## src/rtl/dual_issue_dispatcher_pkg.sv

```systemverilog
// Shared state encodings for the dual-issue dispatcher and its per-processor trackers.
package dispatcher_pkg;

    typedef enum logic {
        RUN,
        DRAIN
    } disp_state_t;

    typedef enum logic [1:0] {
        FREE,
        WAIT_START,
        WAIT_DONE
    } tracker_state_t;

endpackage

```

## src/rtl/dual_issue_dispatcher_if.sv

```systemverilog
// Decoded instruction stream handshake: the master offers instructions, the dispatcher accepts on valid&ready.
interface dual_issue_dispatcher_if #(
    parameter int REG_CTN_WIDTH = 5,
    parameter int INSTR_WIDTH   = 32
);
    logic                     instr_valid;
    logic                     instr_ready;
    logic [INSTR_WIDTH-1:0]   instr_payload;
    logic [REG_CTN_WIDTH-1:0] instr_rd;
    logic [REG_CTN_WIDTH-1:0] instr_rs1;
    logic [REG_CTN_WIDTH-1:0] instr_rs2;
    logic                     instr_barrier;

    modport master (
        output instr_valid, instr_payload, instr_rd, instr_rs1, instr_rs2, instr_barrier,
        input  instr_ready
    );

    modport slave (
        input  instr_valid, instr_payload, instr_rd, instr_rs1, instr_rs2, instr_barrier,
        output instr_ready
    );
endinterface

```

## src/rtl/dual_issue_dispatcher_tracker.sv

```systemverilog
// Busy tracker for one processor: FREE until dispatched, then waits for the idle line to fall and rise again.
module processor_tracker
    import dispatcher_pkg::*;
(
    input  logic clk,
    input  logic rst_n,
    input  logic dispatch,
    input  logic processor_idle,
    output logic free
);

    tracker_state_t state, state_nxt;

    always_ff @(posedge clk) begin
        if (!rst_n) state <= FREE;
        else        state <= state_nxt;
    end

    // Idle still high right after a dispatch means the processor has not started yet.
    always_comb begin
        state_nxt = state;
        case (state)
            FREE:       if (dispatch)        state_nxt = WAIT_START;
            WAIT_START: if (!processor_idle) state_nxt = WAIT_DONE;
            WAIT_DONE:  if (processor_idle)  state_nxt = FREE;
            default:                         state_nxt = FREE;
        endcase
    end

    assign free = (state == FREE);

endmodule

```

## src/rtl/dual_issue_dispatcher.sv

```systemverilog
// Issues decoded instructions to processor 1/2 with RAW/WAW hazard blocking and barrier draining; 1-cycle dispatch latency.
// Optional saturating statistics counters under DUAL_ISSUE_DISPATCH_STATS_EN.
module dual_issue_dispatcher
    import dispatcher_pkg::*;
#(
    parameter int REGISTER_AMOUNT = 32,
    parameter int REG_CTN_WIDTH   = $clog2(REGISTER_AMOUNT),
    parameter int INSTR_WIDTH     = 32
`ifdef DUAL_ISSUE_DISPATCH_STATS_EN
    ,
    parameter int STAT_WIDTH      = 16
`endif
) (
    input  logic                       clk,
    input  logic                       rst_n,
    dual_issue_dispatcher_if.slave     instr,
    input  logic [0:REGISTER_AMOUNT-1] processing_register_table,
    input  logic                       synchronized_processors,
    input  logic                       processor_idle_1,
    input  logic                       processor_idle_2,
    output logic                       boot_renew_register_1,
    output logic                       boot_renew_register_2,
    output logic [REG_CTN_WIDTH-1:0]   register_num,
    output logic [INSTR_WIDTH-1:0]     dispatch_payload_1,
    output logic [INSTR_WIDTH-1:0]     dispatch_payload_2,
    output logic                       dispatcher_draining
`ifdef DUAL_ISSUE_DISPATCH_STATS_EN
    ,
    output logic [STAT_WIDTH-1:0]      dispatch_count_1,
    output logic [STAT_WIDTH-1:0]      dispatch_count_2,
    output logic [STAT_WIDTH-1:0]      hazard_stall_count
`endif
);

    disp_state_t                state, state_nxt;
    logic                       free_1, free_2;
    logic                       ready_comb, fire, dispatch_1, dispatch_2;
    logic                       hazard;
    logic [0:REGISTER_AMOUNT-1] inflight, hazard_mask;

    // The table bit only sets a cycle after the boot pulse, so the pulsing rd is masked here meanwhile.
    always_comb begin
        inflight = '0;
        if (boot_renew_register_1 || boot_renew_register_2) inflight[register_num] = 1'b1;
    end

    assign hazard_mask = processing_register_table | inflight;
    assign hazard = ((instr.instr_rs1 != '0) && hazard_mask[instr.instr_rs1]) ||
                    ((instr.instr_rs2 != '0) && hazard_mask[instr.instr_rs2]) ||
                    ((instr.instr_rd  != '0) && hazard_mask[instr.instr_rd]);

    always_ff @(posedge clk) begin
        if (!rst_n) state <= RUN;
        else        state <= state_nxt;
    end

    always_comb begin
        state_nxt  = state;
        ready_comb = 1'b0;
        case (state)
            RUN: begin
                ready_comb = instr.instr_valid && !instr.instr_barrier && !hazard && (free_1 || free_2);
                if (instr.instr_valid && instr.instr_barrier) state_nxt = DRAIN;
            end
            DRAIN: begin
                ready_comb = free_1 && free_2 && (processing_register_table == '0) &&
                             !boot_renew_register_1 && !boot_renew_register_2 && synchronized_processors;
                if (instr.instr_valid && ready_comb) state_nxt = RUN;
            end
            default: state_nxt = RUN;
        endcase
    end

    assign instr.instr_ready   = rst_n && ready_comb;
    assign fire                = instr.instr_valid && instr.instr_ready;
    assign dispatch_1          = fire && free_1;
    assign dispatch_2          = fire && !free_1;
    assign dispatcher_draining = (state == DRAIN);

    processor_tracker u_tracker_1 (
        .clk            (clk),
        .rst_n          (rst_n),
        .dispatch       (dispatch_1),
        .processor_idle (processor_idle_1),
        .free           (free_1)
    );

    processor_tracker u_tracker_2 (
        .clk            (clk),
        .rst_n          (rst_n),
        .dispatch       (dispatch_2),
        .processor_idle (processor_idle_2),
        .free           (free_2)
    );

    always_ff @(posedge clk) begin
        if (!rst_n) begin
            boot_renew_register_1 <= 1'b0;
            boot_renew_register_2 <= 1'b0;
            register_num          <= '0;
            dispatch_payload_1    <= '0;
            dispatch_payload_2    <= '0;
        end else begin
            boot_renew_register_1 <= dispatch_1;
            boot_renew_register_2 <= dispatch_2;
            if (fire)       register_num       <= instr.instr_rd;
            if (dispatch_1) dispatch_payload_1 <= instr.instr_payload;
            if (dispatch_2) dispatch_payload_2 <= instr.instr_payload;
        end
    end

`ifdef DUAL_ISSUE_DISPATCH_STATS_EN
    localparam logic [STAT_WIDTH-1:0] STAT_ONE = STAT_WIDTH'(1);

    always_ff @(posedge clk) begin
        if (!rst_n) begin
            dispatch_count_1   <= '0;
            dispatch_count_2   <= '0;
            hazard_stall_count <= '0;
        end else begin
            if (boot_renew_register_1 && (dispatch_count_1 != '1))
                dispatch_count_1 <= dispatch_count_1 + STAT_ONE;
            if (boot_renew_register_2 && (dispatch_count_2 != '1))
                dispatch_count_2 <= dispatch_count_2 + STAT_ONE;
            if (instr.instr_valid && (state == RUN) && hazard && (hazard_stall_count != '1))
                hazard_stall_count <= hazard_stall_count + STAT_ONE;
        end
    end
`endif

endmodule

```

## src/flat_wrapper.sv

```systemverilog
// flat-port wrapper written by rule: the top's interface ports become plain ports
module dual_issue_dispatcher_flat import dispatcher_pkg::*;
#(
    parameter int REGISTER_AMOUNT = 32,
    parameter int REG_CTN_WIDTH   = $clog2(REGISTER_AMOUNT),
    parameter int INSTR_WIDTH     = 32

)
  (clk, rst_n, processing_register_table, synchronized_processors, processor_idle_1, processor_idle_2, boot_renew_register_1, boot_renew_register_2, register_num, dispatch_payload_1, dispatch_payload_2, dispatcher_draining, instr_instr_valid, instr_instr_payload, instr_instr_rd, instr_instr_rs1, instr_instr_rs2, instr_instr_barrier, instr_instr_ready);
  dual_issue_dispatcher_if #(.REG_CTN_WIDTH(REG_CTN_WIDTH), .INSTR_WIDTH(INSTR_WIDTH)) instr_i ();
  input  logic clk;
  input  logic rst_n;
  input  logic [0:REGISTER_AMOUNT-1] processing_register_table;
  input  logic synchronized_processors;
  input  logic processor_idle_1;
  input  logic processor_idle_2;
  output logic boot_renew_register_1;
  output logic boot_renew_register_2;
  output logic [REG_CTN_WIDTH-1:0] register_num;
  output logic [INSTR_WIDTH-1:0] dispatch_payload_1;
  output logic [INSTR_WIDTH-1:0] dispatch_payload_2;
  output logic dispatcher_draining;
  input wire logic [$bits(instr_i.instr_valid)-1:0] instr_instr_valid;
  input wire logic [$bits(instr_i.instr_payload)-1:0] instr_instr_payload;
  input wire logic [$bits(instr_i.instr_rd)-1:0] instr_instr_rd;
  input wire logic [$bits(instr_i.instr_rs1)-1:0] instr_instr_rs1;
  input wire logic [$bits(instr_i.instr_rs2)-1:0] instr_instr_rs2;
  input wire logic [$bits(instr_i.instr_barrier)-1:0] instr_instr_barrier;
  output wire logic [$bits(instr_i.instr_ready)-1:0] instr_instr_ready;
  assign instr_i.instr_valid = instr_instr_valid;
  assign instr_i.instr_payload = instr_instr_payload;
  assign instr_i.instr_rd = instr_instr_rd;
  assign instr_i.instr_rs1 = instr_instr_rs1;
  assign instr_i.instr_rs2 = instr_instr_rs2;
  assign instr_i.instr_barrier = instr_instr_barrier;
  assign instr_instr_ready = instr_i.instr_ready;
  dual_issue_dispatcher #(.REGISTER_AMOUNT(REGISTER_AMOUNT), .REG_CTN_WIDTH(REG_CTN_WIDTH), .INSTR_WIDTH(INSTR_WIDTH)) u_core (.clk(clk), .rst_n(rst_n), .instr(instr_i), .processing_register_table(processing_register_table), .synchronized_processors(synchronized_processors), .processor_idle_1(processor_idle_1), .processor_idle_2(processor_idle_2), .boot_renew_register_1(boot_renew_register_1), .boot_renew_register_2(boot_renew_register_2), .register_num(register_num), .dispatch_payload_1(dispatch_payload_1), .dispatch_payload_2(dispatch_payload_2), .dispatcher_draining(dispatcher_draining));
endmodule
```

## config.mk

```make
export PLATFORM = sky130hd
export DESIGN_NAME = dual_issue_dispatcher_flat
export DESIGN_NICKNAME = d
export VERILOG_FILES = /design/src/rtl/dual_issue_dispatcher_pkg.sv /design/src/rtl/dual_issue_dispatcher_if.sv /design/src/rtl/dual_issue_dispatcher_tracker.sv /design/src/rtl/dual_issue_dispatcher.sv /design/src/flat_wrapper.sv
export SDC_FILE = /design/constraint.sdc
export NUM_CORES = 1
export LEC_CHECK = 0
export ABC_CLOCK_PERIOD_IN_PS = 2800
export CORE_UTILIZATION = 26
export DETAILED_ROUTE_END_ITERATION = 10
export GPL_TIMING_DRIVEN = 0
export PLACE_DENSITY = 0.6
export SLEW_MARGIN = 20
export SYNTH_ARGS = -nofsm -noshare
export SYNTH_HDL_FRONTEND = slang
export SYNTH_SLANG_ARGS = --single-unit
```

## constraint.sdc

```tcl
create_clock -name clk -period 2.8 [get_ports clk]
set_input_delay 0.56 -clock clk [delete_from_list [all_inputs] [get_ports clk]]
set_output_delay 0.56 -clock clk [all_outputs]
set_load 0.02 [all_outputs]
```

==> metrics <==
number of synthesis warnings 0; CP Capture Type primary output; slowest stage delay, CP around 0.51 ns; number of synthesized flops with an enable pin 0; RSZ-0062 raised after global routing yes; Hold Path Origin u_core.dispatch_payload_2[23]; Port Buffers 154; Worst-path clk slew ~0.060 ns; worst slew pin tran 0.566 ns; Tmin final ~3.5 ns; Crit Path Class reg -> out; # nets final between 700 and 800; Syn Inst Count approximately 470; critical-path cell list nor3b_4 -> a31oi_2 -> mux4_2 -> or4b_4 -> o21ai_4 -> nor4_4 -> a32oi_2 -> nor2b_2 -> buf_6; Worst EP required 2.24 ns; WL/cell a little under 20 um; layout cells sized above 1 18.4%; Worst Hold Slack between 0.4 and 0.5 ns; Root Buffer clkbuf_16; worst r2r src u_core.register_num[3]; leakage power 2.44 nW; Ant. Diodes 0; outcome finished with violations; Placement Rows between 40 and 50; asr flop ratio synth 0%; drc violations 0; CTS tree built; Net Count, Synth 560; GRT Total Usage roughly a fifth; IO Count 159; DRT iter0 DRCs 199; Die Span X between 100 and 150 um; # setup viols final slightly above 70; post-synthesis sequential area ratio ~36%; Total Die Area 16800 um2; global-route wire length before repair around 26000 um; CP Max Fanout 5; Worst-Skew Late Latency about 0.34 ns; Synth Register Bits 76; most frequent cells in the layout clkdlybuf4s50_1, nand2_1, mux2i_1, dfxtp_1; share of the synthesized area in the top cell type roughly 36%; Initial Util between 20% and 30%; Antenna Nets Post-Route 0; average size of a mapped cell around 8.9 um2; largest net degree at the start of global routing 16; failing checks negative setup slack; delay-heaviest family, CP simple AND/OR/NAND/NOR gates; Worst IR Drop VDD 330 uV; Slew Limit Headroom between 60% and 70%; htree depth 3; buffers plus inverters on the worst setup path 1; Hold Path Class reg -> reg; most common cell after layout, fill and taps aside clkdlybuf4s50_1; GPL Wtd Cong between 0.9 and 1; DR vias/cell between 4 and 5; Pwr Density around 390 nW/um2; Area Overhead vs Synth 68.4%; Num CTS Buffers 9; maximum root-to-sink buffer count 2; initial antenna violation count 0; Arr. time, crit path 2.92 ns; leading area contributor after synthesis dfxtp_1; setup ws final -0.677 ns; die span in y 130 um; Post-Syn Area between 4000 and 5000 um2; startpoint types register; dominant synthesized flop cell dfxtp_1; Initial DRT Pass Iterations 4; Yosys cell types 53; synth top area cells dfxtp_1, mux2i_1, nand2_1; f_max between 200 and 300 MHz; total power 2.79 mW; period utilization 124%; Remaining Overflow, GRT 0; Post-Route WL between 15000 and 20000 um; final hold viol count 0; Worst Setup SP u_core.register_num[3]; DP HPWL roughly 13000 um; slowest cell on the critical path mux4_2; core area ~16000 um2; via count around 4400; Slew Limit Fails 0; CTS sink cnt 76; max_cap viols 0; vias in the first global route roughly 4600; worst clock skew approximately 0.007 ns
## Yosys cell counts, drive strengths merged, types with 6 or more instances
master and instances:
a31oi 19, clkbuf 19, nor2b 9, buf 18
o21ai 6, mux2i 77, nand3 6, nor4 9
a21oi 11, nor2 9, nand2 110, nor3b 9
mux4 10, nand3b 6, dfxtp 76, nor3 8
## worst reg2reg max path, stage by stage (launching register included)
cell and delay, ns:
dfxtp_4 0.36, nor3b_4 0.41, a31oi_2 0.19, mux4_2 0.51, or4b_4 0.51, o21ai_4 0.09
nor4_4 0.07, buf_4 0.14, a41o_1 0.27, nor2b_4 0.15, buf_12 0.18, buf_12 0.15
mux2i_4 0.18
## per-stage QoR
step	setup slack, ns	setup TNS, ns	instance area [um2]	util, %	std cells
CTS	-0.659	-25.19	6900	43.4	876
floorplan	-0.0961	-5.79	4270	-	474
finish	-0.677	-28.86	7130	44.9	883
detailed placement	-1.55	-81.76	6080	38.3	844
global placement	-1.56	-81.69	6080	38.3	844
global route	-0.759	-34.14	7130	44.9	883
## repair_timing
item | 4_1_cts | 5_1_grt
cloned | 6 | 1
pin swaps | 7 | 8
gates resized for setup | 77 | 42
setup buffers | 10 | 9
setup endpoints to repair | 74 | 74
hold buffers | 0 | 0
## flip-flops by register name, indices dropped and copies added (netlist names)
signal,flops
u_core.register_num,5
u_core.dispatcher_draining,1
u_core.u_tracker_2.state,2
u_core.boot_renew_register_2,1
u_core.dispatch_payload_1,32
u_core.u_tracker_1.state,2
u_core.dispatch_payload_2,32
u_core.boot_renew_register_1,1
## worst paths after layout
path | cells past startpoint | endpoint | slack (ns)
max reg2reg | 12 | u_core.dispatch_payload_2[15] | -0.51
min | 2 | u_core.dispatch_payload_2[23] | 0.46
min reg2reg | 2 | u_core.dispatch_payload_2[23] | 0.46
max | 9 | instr_instr_ready | -0.68
## power by group
| part | internal [mW] | switching, mW |
|---|---|---|
| Combinational | 0.222 | 0.214 |
| Clock | 0.762 | 0.503 |
| Sequential | 1.08 | 0.00469 |
## area by class of cell
cell class | instances | area, um2
clock inverters | 6 | 77.6
inverters | 6 | 27.5
plain buffers | 35 | 317
multi-input cells | 355 | 2760
clock buffers | 10 | 250
repair buffers | 179 | 1890
fillers | 1563 | 8750
flip-flops and latches | 76 | 1540
well taps | 216 | 270
## cell families after synthesis
| group | count (synthesis) | share of synthesized area (%) |
|---|---|---|
| muxes | 89 | 24.0 |
| and+or+nand+nor | 189 | 21.8 |
| buffers and inverters | 43 | 5.43 |
| DFF | 76 | 35.9 |
| AOI/OAI and AO/OA | 75 | 12.4 |
| xor gates and xnor gates | 2 | 0.414 |
## routing by layer
layer	GRT usage, %	vias to the layer above	wire length (um)
li1	-	2103	-
met1	24.2	2093	7310
met2	34.4	186	7880
met3	6.77	26	1490
met4	7.87	0	363
met5	0	-	0
Power figures use the tool's default switching activity.
